File: src/rtl/anti_theft_ctrl_if.sv
// Countdown-timer link between the anti-theft master FSM (master) and the timer (slave).
interface anti_theft_ctrl_if #(
  parameter int W = 4
) ();
  logic         start_timer;
  logic [W-1:0] load_value;
  logic         expired;

  modport master (output start_timer, output load_value, input expired);
  modport slave  (input start_timer, input load_value, output expired);
endinterface

File: src/rtl/anti_theft_ctrl.sv
// Anti-theft master FSM: arms, triggers, sounds the siren and drives the countdown timer.
// Optional ANTI_THEFT_BLINK_EN: status_led blinks at 0.5 Hz while ARMED.
module anti_theft_ctrl #(
  parameter int W                   = 4,
  parameter int DEF_ARM_DELAY       = 6,
  parameter int DEF_DRIVER_DELAY    = 8,
  parameter int DEF_PASSENGER_DELAY = 15,
  parameter int DEF_ALARM_ON        = 10
) (
  input  logic                    clk,
  input  logic                    rst,
  input  logic                    ignition,
  input  logic                    door_driver,
  input  logic                    door_pass,
  input  logic                    reprogram,
  input  logic [1:0]              time_sel,
  input  logic [W-1:0]            time_value,
  input  logic                    one_hz_enable,
  anti_theft_ctrl_if.master       tmr,
  output logic                    siren,
  output logic                    status_led,
  output logic [2:0]              state_o
);

  typedef enum logic [2:0] {
    ARMED         = 3'd0,
    TRIGGERED     = 3'd1,
    ALARM         = 3'd2,
    ALARM_HOLD    = 3'd3,
    DIS_IGN_ON    = 3'd4,
    DIS_IGN_OFF   = 3'd5,
    DIS_DOOR_OPEN = 3'd6,
    ARM_WAIT      = 3'd7
  } state_t;

  localparam logic [1:0] P_ARM = 2'd0;
  localparam logic [1:0] P_DRV = 2'd1;
  localparam logic [1:0] P_PAS = 2'd2;
  localparam logic [1:0] P_ALM = 2'd3;

  state_t       state_r;
  state_t       nxt_s;
  logic [W-1:0] param_r [4];
  logic         start_r;
  logic [W-1:0] load_r;
  logic         start_s;
  logic [W-1:0] load_s;
  logic         led_s;
  logic         exp_s;
  logic         any_door_s;

  // The timer flag is stale in the cycle its restart is being issued.
  assign exp_s           = tmr.expired & ~start_r;
  assign any_door_s      = door_driver | door_pass;
  assign tmr.start_timer = start_r;
  assign tmr.load_value  = load_r;
  assign state_o         = state_r;

  // Next-state and timer-start decision; ignition > doors > expired everywhere.
  always_comb begin
    nxt_s   = state_r;
    start_s = 1'b0;
    load_s  = load_r;
    case (state_r)
      ARMED: begin
        if (ignition) begin
          nxt_s = DIS_IGN_ON;
        end else if (door_driver) begin
          nxt_s = TRIGGERED; start_s = 1'b1; load_s = param_r[P_DRV];
        end else if (door_pass) begin
          nxt_s = TRIGGERED; start_s = 1'b1; load_s = param_r[P_PAS];
        end else begin
          nxt_s = ARMED;
        end
      end
      TRIGGERED: begin
        if (ignition)   nxt_s = DIS_IGN_ON;
        else if (exp_s) nxt_s = ALARM;
        else            nxt_s = TRIGGERED;
      end
      ALARM: begin
        if (ignition) begin
          nxt_s = DIS_IGN_ON;
        end else if (!any_door_s) begin
          nxt_s = ALARM_HOLD; start_s = 1'b1; load_s = param_r[P_ALM];
        end else begin
          nxt_s = ALARM;
        end
      end
      ALARM_HOLD: begin
        if (ignition)        nxt_s = DIS_IGN_ON;
        else if (any_door_s) nxt_s = ALARM;
        else if (exp_s)      nxt_s = ARMED;
        else                 nxt_s = ALARM_HOLD;
      end
      DIS_IGN_ON: begin
        if (!ignition) nxt_s = DIS_IGN_OFF;
        else           nxt_s = DIS_IGN_ON;
      end
      DIS_IGN_OFF: begin
        if (ignition)         nxt_s = DIS_IGN_ON;
        else if (door_driver) nxt_s = DIS_DOOR_OPEN;
        else                  nxt_s = DIS_IGN_OFF;
      end
      DIS_DOOR_OPEN: begin
        if (ignition) begin
          nxt_s = DIS_IGN_ON;
        end else if (!any_door_s) begin
          nxt_s = ARM_WAIT; start_s = 1'b1; load_s = param_r[P_ARM];
        end else begin
          nxt_s = DIS_DOOR_OPEN;
        end
      end
      ARM_WAIT: begin
        if (ignition)        nxt_s = DIS_IGN_ON;
        else if (any_door_s) nxt_s = DIS_DOOR_OPEN;
        else if (exp_s)      nxt_s = ARMED;
        else                 nxt_s = ARM_WAIT;
      end
      default: begin
        nxt_s = ARMED;
      end
    endcase
  end

`ifdef ANTI_THEFT_BLINK_EN
  // LED level for the next state; blinks on each tick while staying in ARMED.
  always_comb begin
    led_s = 1'b0;
    case (nxt_s)
      ARMED: begin
        if (state_r != ARMED) led_s = 1'b1;
        else if (one_hz_enable) led_s = ~status_led;
        else led_s = status_led;
      end
      TRIGGERED, ALARM, ALARM_HOLD: led_s = 1'b1;
      default: led_s = 1'b0;
    endcase
  end
`else
  logic unused_tick_s;
  assign unused_tick_s = one_hz_enable;

  // LED level for the next state; steady in ARMED.
  always_comb begin
    led_s = 1'b0;
    case (nxt_s)
      ARMED, TRIGGERED, ALARM, ALARM_HOLD: led_s = 1'b1;
      default: led_s = 1'b0;
    endcase
  end
`endif

  // State, parameter table and registered outputs; reprogram overrides everything but rst.
  always_ff @(posedge clk) begin
    if (rst) begin
      state_r          <= ARMED;
      param_r[P_ARM]   <= W'(DEF_ARM_DELAY);
      param_r[P_DRV]   <= W'(DEF_DRIVER_DELAY);
      param_r[P_PAS]   <= W'(DEF_PASSENGER_DELAY);
      param_r[P_ALM]   <= W'(DEF_ALARM_ON);
      start_r          <= 1'b0;
      load_r           <= '0;
      siren            <= 1'b0;
      status_led       <= 1'b1;
    end else if (reprogram) begin
      param_r[time_sel] <= time_value;
      state_r           <= ARMED;
      start_r           <= 1'b0;
      load_r            <= load_r;
      siren             <= 1'b0;
      status_led        <= 1'b1;
    end else begin
      state_r    <= nxt_s;
      start_r    <= start_s;
      load_r     <= load_s;
      siren      <= (nxt_s == ALARM) || (nxt_s == ALARM_HOLD);
      status_led <= led_s;
    end
  end

endmodule
File: src/flat_wrapper.sv
// flat-port wrapper written by rule: the top's interface ports become plain ports
module anti_theft_ctrl_flat 
#(
  parameter int W                   = 4,
  parameter int DEF_ARM_DELAY       = 6,
  parameter int DEF_DRIVER_DELAY    = 8,
  parameter int DEF_PASSENGER_DELAY = 15,
  parameter int DEF_ALARM_ON        = 10
)
  (clk, rst, ignition, door_driver, door_pass, reprogram, time_sel, time_value, one_hz_enable, siren, status_led, state_o, tmr_start_timer, tmr_load_value, tmr_expired);
  anti_theft_ctrl_if #(.W(W)) tmr_i ();
  input  logic clk;
  input  logic rst;
  input  logic ignition;
  input  logic door_driver;
  input  logic door_pass;
  input  logic reprogram;
  input  logic [1:0] time_sel;
  input  logic [W-1:0] time_value;
  input  logic one_hz_enable;
  output logic siren;
  output logic status_led;
  output logic [2:0] state_o;
  output wire logic [$bits(tmr_i.start_timer)-1:0] tmr_start_timer;
  output wire logic [$bits(tmr_i.load_value)-1:0] tmr_load_value;
  input wire logic [$bits(tmr_i.expired)-1:0] tmr_expired;
  assign tmr_start_timer = tmr_i.start_timer;
  assign tmr_load_value = tmr_i.load_value;
  assign tmr_i.expired = tmr_expired;
  anti_theft_ctrl #(.W(W), .DEF_ARM_DELAY(DEF_ARM_DELAY), .DEF_DRIVER_DELAY(DEF_DRIVER_DELAY), .DEF_PASSENGER_DELAY(DEF_PASSENGER_DELAY), .DEF_ALARM_ON(DEF_ALARM_ON)) u_core (.clk(clk), .rst(rst), .ignition(ignition), .door_driver(door_driver), .door_pass(door_pass), .reprogram(reprogram), .time_sel(time_sel), .time_value(time_value), .one_hz_enable(one_hz_enable), .tmr(tmr_i), .siren(siren), .status_led(status_led), .state_o(state_o));
endmodule
File: config.mk
export PLATFORM = sky130hd
export DESIGN_NAME = anti_theft_ctrl_flat
export DESIGN_NICKNAME = d
export VERILOG_FILES = /design/src/rtl/anti_theft_ctrl_if.sv /design/src/rtl/anti_theft_ctrl.sv /design/src/flat_wrapper.sv
export SDC_FILE = /design/constraint.sdc
export NUM_CORES = 1
export LEC_CHECK = 0
export CORE_UTILIZATION = 50
export CTS_BUF_LIST = sky130_fd_sc_hd__clkbuf_16
export DETAILED_ROUTE_END_ITERATION = 10
export PLACE_DENSITY = 0.74
export SYNTH_ARGS = -nofsm -noshare
export SYNTH_HDL_FRONTEND = slang
export SYNTH_SLANG_ARGS = --single-unit
File: constraint.sdc
create_clock -name clk -period 1.9 [get_ports clk]
set_input_delay 0.38 -clock clk [delete_from_list [all_inputs] [get_ports clk]]
set_output_delay 0.38 -clock clk [all_outputs]
set_load 0.02 [all_outputs]
==> impl_metrics.py, run 1 <==
metrics = {
    "clock_network": {
        "numCtsBuffers": 3,
        "cts.root.buffer_cell": "clkbuf_16",
        "cts_tree": "done",
        "postCtsHoldBufs": 0,
        "h-tree-depth": 1,
        "clk_latency_ns": 0.26,
        "clkSlewWorstSetupHoldPaths_ns": 0.06,
        "post-cts-setup-buffers": 0,
        "clock_sinks": 26,
        "cts_resized": 0,
        "clockBufferDepth": 2,
    },
    "die": {
        "fp-row-count": 17,
        "die_y_microns": 51.6,
        "core_sq_um": 2250,
        "die_x_microns": 51.6,
        "start_util_pct": 54.6,
        "die_area_sq_um": 2660,
        "io_pins": 24,
    },
    "detailed_routing": {
        "drtAntennaViolNets": 0,
        "vias": 889,
        "remaining_drc_errors": 0,
        "dr.pass1.iters": 4,
        "vias_per_cell": 5.42,
        "dr.first_iter.drc_count": 23,
        "wire_per_inst_microns": 14.2,
        "routed_wirelength_mm": 2.33,
    },
    "setup_path": {
        "crit_path_max_fanout": 10,
        "crit_arrival_ns": 1.41,
        "critPathCaptureType": "output port",
        "cp-start-kind": "register",
        "cp_slowest_stage_delay_ns": 0.66,
        "crit_required_ns": 1.52,
        "cpLargestDelayFamily": "buffers and inverters",
        "slowest_stage": "clkdlybuf4s50_1",
        "critPathBufInv": 1,
        "path_class": "reg -> out",
        "r2r_start": "u_core.state_o[0]",
        "crit_chain": "clkdlybuf4s50_1",
        "startpoint": "u_core.state_o[1]",
    },
    "layout": {
        "final_cell_mix": "clkdlybuf4s50_1 (22), edfxtp_1 (16), buf_4 (12)",
        "nFillCells": 185,
        "finalNetCount": 151,
        "drive_gt1_share_pct": 16.9,
        "area_delta_synth_final_pct": 32.2,
        "final_common_cell": "clkdlybuf4s50_1",
        "final_util_pct": 72.1,
        "design_area_sq_um": 1630,
        "n_antenna_cell": 0,
    },
    "yosys": {
        "synthFlopType": "edfxtp_1",
        "syn_inst": 104,
        "yosysSeqAreaShare_pct": 55.3,
        "synth-async-reset-ratio_pct": 0,
        "yosysWarnings": 0,
        "synth_area_sq_um": 1230,
        "ys_types": 27,
        "avgSynthCellArea_sq_um": 11.8,
        "synth_edf_count": 16,
        "synth_fp_nets": 118,
        "ys_ff_latch": 26,
    },
    "power_and_ir_drop": {
        "swShare_pct": 18.7,
        "p_seq_share_pct": 46.4,
        "max-vdd-ir-drop_uv": 666,
        "p_per_area_nw_per_um2": 858,
        "switchingPower_uw": 261,
        "intPower_mw": 1.14,
        "leakage_nw": 0.583,
        "power_frac_comb_pct": 11.0,
        "clockPowerShare_pct": 42.7,
    },
    "timing": {
        "finalWorstSetupSlack_ns": 0.108,
        "holdWs_ns": 0.474,
        "min_period_over_period_pct": 94.3,
        "hold_viol_final": 0,
        "rsz0062_at_grt": "no",
        "fmax_ghz": 0.558,
        "fin_crit_ns": 1.79,
        "slew_headroom_pct": 73.5,
        "fin_skew_ns": 0.00174,
        "drv_slew": 0,
        "setup_viol": 0,
        "worst_slew_pin_slew_ns": 0.388,
    },
    "placed_design": {
        "placed_area_sq_um": 1520,
        "pre_cts_ws_ns": -0.0188,
        "io_buffer_count": 22,
        "hpwl_mm": 1.74,
        "gp_congestion": 0.853,
    },
    "global_route": {
        "grt_pass1_wl_mm": 3.81,
        "grt_overflow": 0,
        "antenna_found_initial": 0,
        "grt_max_degree": 16,
        "grt_pass1_vias": 886,
        "grt_usage_pct": 20.5,
    },
    "run_status": {
        "status": "finished, final reports clean",
    },
    "worst_hold_path": {
        "hp-class": "reg -> reg",
        "min_from": "u_core.tmr.load_value[0]",
    },
    "flow_run": {
        "drv_cap": 0,
    },
}
## final cells by class
type / instances / area [sq um] / area share [%]
clock buffer: 3 / 75.1 / 4.62
multi-input combinational: 72 / 495 / 30.5
sequential: 26 / 681 / 41.8
clock inverter: 1 / 30.0 / 1.85
timing repair buffer: 34 / 310 / 19.1
tap: 28 / 35.0 / 2.15
## power by group through the flow
stage               clock network (mW)  registers [mW]  logic (mW)
CTS                              0.609           0.648       0.153
global placement                     0           0.657       0.150
global route                     0.627           0.651       0.166
floorplan                            0           0.664      0.0734
detailed placement                   0           0.659       0.152
finish                           0.596           0.647       0.153
## through the flow
step | power (mW) | setup TNS, ns | std cells
after floorplan | 0.738 | 0 | 104
after global placement | 0.807 | 0 | 160
after global routing | 1.44 | 0 | 164
after detailed placement | 0.811 | -0.0188 | 160
after CTS | 1.41 | 0 | 164
final | 1.40 | 0 | 164
## flip-flops by register name, summed over array words and instances (netlist names)
register / flops
u_core.tmr.start_timer: 1
u_core.param_r: 16
u_core.tmr.load_value: 4
u_core.siren: 1
u_core.status_led: 1
u_core.state_o: 3
## kinds of logic (layout without fill, tap and decap cells)
kind of cell	Yosys count	after routing	share of synthesized area, %
AO/OA/AOI/OAI	22	22	12.7
flip-flops	26	26	55.3
AND/OR/NAND/NOR	44	44	22.6
multiplexers	6	6	4.98
buffers and inverters	6	38	4.37
## routing by layer
metal	vias up	GRT usage [%]	share of wire, %
li1	454	-	-
met1	397	21.0	40
met2	32	38.7	53
met3	6	3.80	4.8
met4	0	10.8	2.0
met5	-	0	0
## synth_stat cells, drive strengths merged (3+ instances only)
cell	instances	share of area [%]
a2111o	4	3.7
a211oi	4	2.4
a21oi	7	2.8
and2	7	3.6
and2b	5	3.1
buf	5	4.0
dfxtp	10	16
edfxtp	16	39
mux2i	5	4.1
nand2b	11	5.8
nor2	3	0.92
nor3	4	1.6
o21ai	4	1.6
or2	3	1.5
or3	3	1.5
## final timing paths
check,slack [ns],endpoint,depth (start not counted)
worst min-delay path,0.47,u_core.tmr.load_value[0],2
worst max register to register,0.42,u_core.tmr.load_value[3],3
worst max-delay path,0.11,state_o[1],1
worst min register to register,0.47,u_core.tmr.load_value[0],2
No activity file was read; power rests on OpenSTA's default activity.
==> run 2: changes to the inputs <==
--- a/config.mk
+++ b/config.mk
@@ -5,10 +5,12 @@
 export SDC_FILE = /design/constraint.sdc
 export NUM_CORES = 1
 export LEC_CHECK = 0
-export CORE_UTILIZATION = 50
+export CORE_ASPECT_RATIO = 0.5
+export CORE_UTILIZATION = 40
 export CTS_BUF_LIST = sky130_fd_sc_hd__clkbuf_16
 export DETAILED_ROUTE_END_ITERATION = 10
-export PLACE_DENSITY = 0.74
+export PLACE_DENSITY = 0.6
+export RECOVER_POWER = 100
 export SYNTH_ARGS = -nofsm -noshare
 export SYNTH_HDL_FRONTEND = slang
 export SYNTH_SLANG_ARGS = --single-unit
==> run 2 against run 1 <==
- final area down 1.6%
- register-to-register slack about the same
- clock skew about the same
- flip-flop and latch count unchanged
- global-route usage down 3.9 points
- non-clock buffer count down 3
- highest routed layer unchanged
==> impl_metrics.py, run 2 (synthesis results as in run 1) <==
metrics = {
    "run_status": {
        "status": "finished, final reports clean",
    },
    "timing": {
        "fmax_ghz": 0.557,
        "hold_viol_final": 0,
        "worst_slew_pin_slew_ns": 0.554,
        "slew_headroom_pct": 63.1,
        "rsz0062_at_grt": "no",
        "setup_viol": 0,
        "min_period_over_period_pct": 94.4,
        "fin_skew_ns": 0.00196,
        "drv_slew": 0,
        "fin_crit_ns": 1.79,
    },
    "clock_network": {
        "postCtsHoldBufs": 0,
        "numCtsBuffers": 3,
        "clock_sinks": 26,
        "clkSlewWorstSetupHoldPaths_ns": 0.07,
        "clk_latency_ns": 0.26,
        "post-cts-setup-buffers": 0,
        "clockBufferDepth": 2,
        "h-tree-depth": 1,
        "cts_tree": "done",
        "cts.root.buffer_cell": "clkbuf_16",
        "cts_resized": 0,
    },
    "setup_path": {
        "r2r_start": "u_core.state_o[0]",
        "r2r_cells": 3,
        "crit_required_ns": 1.52,
        "crit_arrival_ns": 1.41,
        "slowest_stage": "clkdlybuf4s50_1",
        "cp-start-kind": "register",
        "r2r_end": "u_core.tmr.load_value[0]",
        "cpLargestDelayFamily": "buffers and inverters",
        "path_class": "reg -> out",
        "crit_path_max_fanout": 10,
        "rrSetupSlack_ns": 0.43,
        "crit_chain": "clkdlybuf4s50_1",
        "critPathBufInv": 1,
        "critPathCaptureType": "output port",
        "cp_slowest_stage_delay_ns": 0.66,
    },
    "detailed_routing": {
        "remaining_drc_errors": 0,
        "routed_wirelength_mm": 2.42,
        "dr.pass1.iters": 4,
        "vias": 856,
        "drtAntennaViolNets": 0,
        "wire_per_inst_microns": 14.3,
        "dr.first_iter.drc_count": 39,
        "vias_per_cell": 5.04,
    },
    "layout": {
        "nFillCells": 235,
        "layoutNonFillerInstCount": 170,
        "drive_gt1_share_pct": 12.0,
        "largest_reg_flops": 16,
        "n_antenna_cell": 0,
        "finalNetCount": 148,
        "top_register": "u_core.param_r",
        "final_cell_mix": "edfxtp_1 (16), clkdlybuf4s50_1 (12), nand2b_1 (10), dlygate4sd3_1 (10), dfxtp_1 (10)",
        "area_delta_synth_final_pct": 30.1,
        "final_util_pct": 58.2,
        "final_common_cell": "edfxtp_1",
    },
    "global_route": {
        "grt_pass1_wl_mm": 3.75,
        "grt_pass1_vias": 759,
        "grt_max_degree": 16,
        "antenna_found_initial": 0,
        "grt_overflow": 0,
        "grt_usage_pct": 16.6,
    },
    "power_and_ir_drop": {
        "intPower_mw": 1.13,
        "swShare_pct": 20.4,
        "power_frac_comb_pct": 10.4,
        "max-vdd-ir-drop_uv": 346,
        "p_seq_share_pct": 45.6,
        "clockPowerShare_pct": 44.1,
        "switchingPower_uw": 289,
        "p_per_area_nw_per_um2": 884,
        "leakage_nw": 0.568,
    },
    "worst_hold_path": {
        "hold_depth": 2,
        "hp-class": "reg -> reg",
        "holdPathEnd": "u_core.tmr.load_value[2]",
        "min_from": "u_core.tmr.load_value[2]",
    },
    "die": {
        "die_area_sq_um": 3310,
        "fp-row-count": 13,
        "io_pins": 24,
        "start_util_pct": 44.7,
        "die_x_microns": 80.4,
        "core_sq_um": 2750,
        "die_y_microns": 41.2,
    },
    "placed_design": {
        "gp_congestion": 0.721,
        "dp.cells": 166,
        "hpwl_mm": 1.79,
        "io_buffer_count": 22,
    },
    "flow_run": {
        "drv_cap": 0,
    },
}
-- run 2: cell types whose count changed in the layout (fill, tap and decap cells not counted), sizes merged --
cell	before	now
buf	12	4
clkbuf	3	8
clkdlybuf4s50	22	12
dlygate4sd3	0	10
-- run 2: layout make-up --
class                      count  area [sq um]  area share (%)
clock buffer                   3          75.1            4.69
multi-input combinational     72           495            31.0
sequential                    26           681            42.5
clock inverter                 1          30.0            1.88
tap                           37          46.3            2.89
timing repair buffer          31           273            17.0
-- run 2: metal layers --
metal  track usage (%)  vias to the layer above  share of wire, %
met2              26.3                       23                41
met4              5.36                        0              0.50
li1                  -                      449                 -
met5                 0                        -                 0
met1              22.4                      382                54
met3              4.67                        2               4.5
-- run 2: power groups by stage --
stage | clock, mW | sequential (mW) | combinational [mW]
finish | 0.624 | 0.645 | 0.147
detailed placement | 0 | 0.659 | 0.153
floorplan | 0 | 0.664 | 0.0734
CTS | 0.624 | 0.646 | 0.154
global route | 0.640 | 0.649 | 0.160
global placement | 0 | 0.657 | 0.151
-- run 2: per-stage QoR --
step                      power (mW)  TNS, ns  worst slack, ns  area, sq um  hold WS (ns)
after CTS                       1.42        0           0.0951         1620         0.479
after global placement         0.809        0          0.00949         1510         0.466
after detailed placement       0.812   -0.184          -0.0460         1510         0.470
after global routing            1.45        0          0.00651         1600         0.506
final                           1.42        0            0.105         1600         0.478
after floorplan                0.738        0            0.411         1230         0.457
-- run 2: how the worst max path moves through the flow --
stage	startpoint	end	cells past startpoint
after CTS	u_core.state_o[1]	state_o[1]	1
after global placement	reprogram	u_core.param_r[0][3]	4
after detailed placement	reprogram	u_core.param_r[0][1]	4
after global routing	u_core.state_o[1]	state_o[1]	1
final	u_core.state_o[1]	state_o[1]	1
after floorplan	door_driver	u_core.tmr.load_value[0]	5
-- run 2: worst min-delay path, delay by kind of cell, from the launching register on --
kind,cells,cell delay (ns)
DFF,1,0.31
AOI/OAI and AO/OA,2,0.12
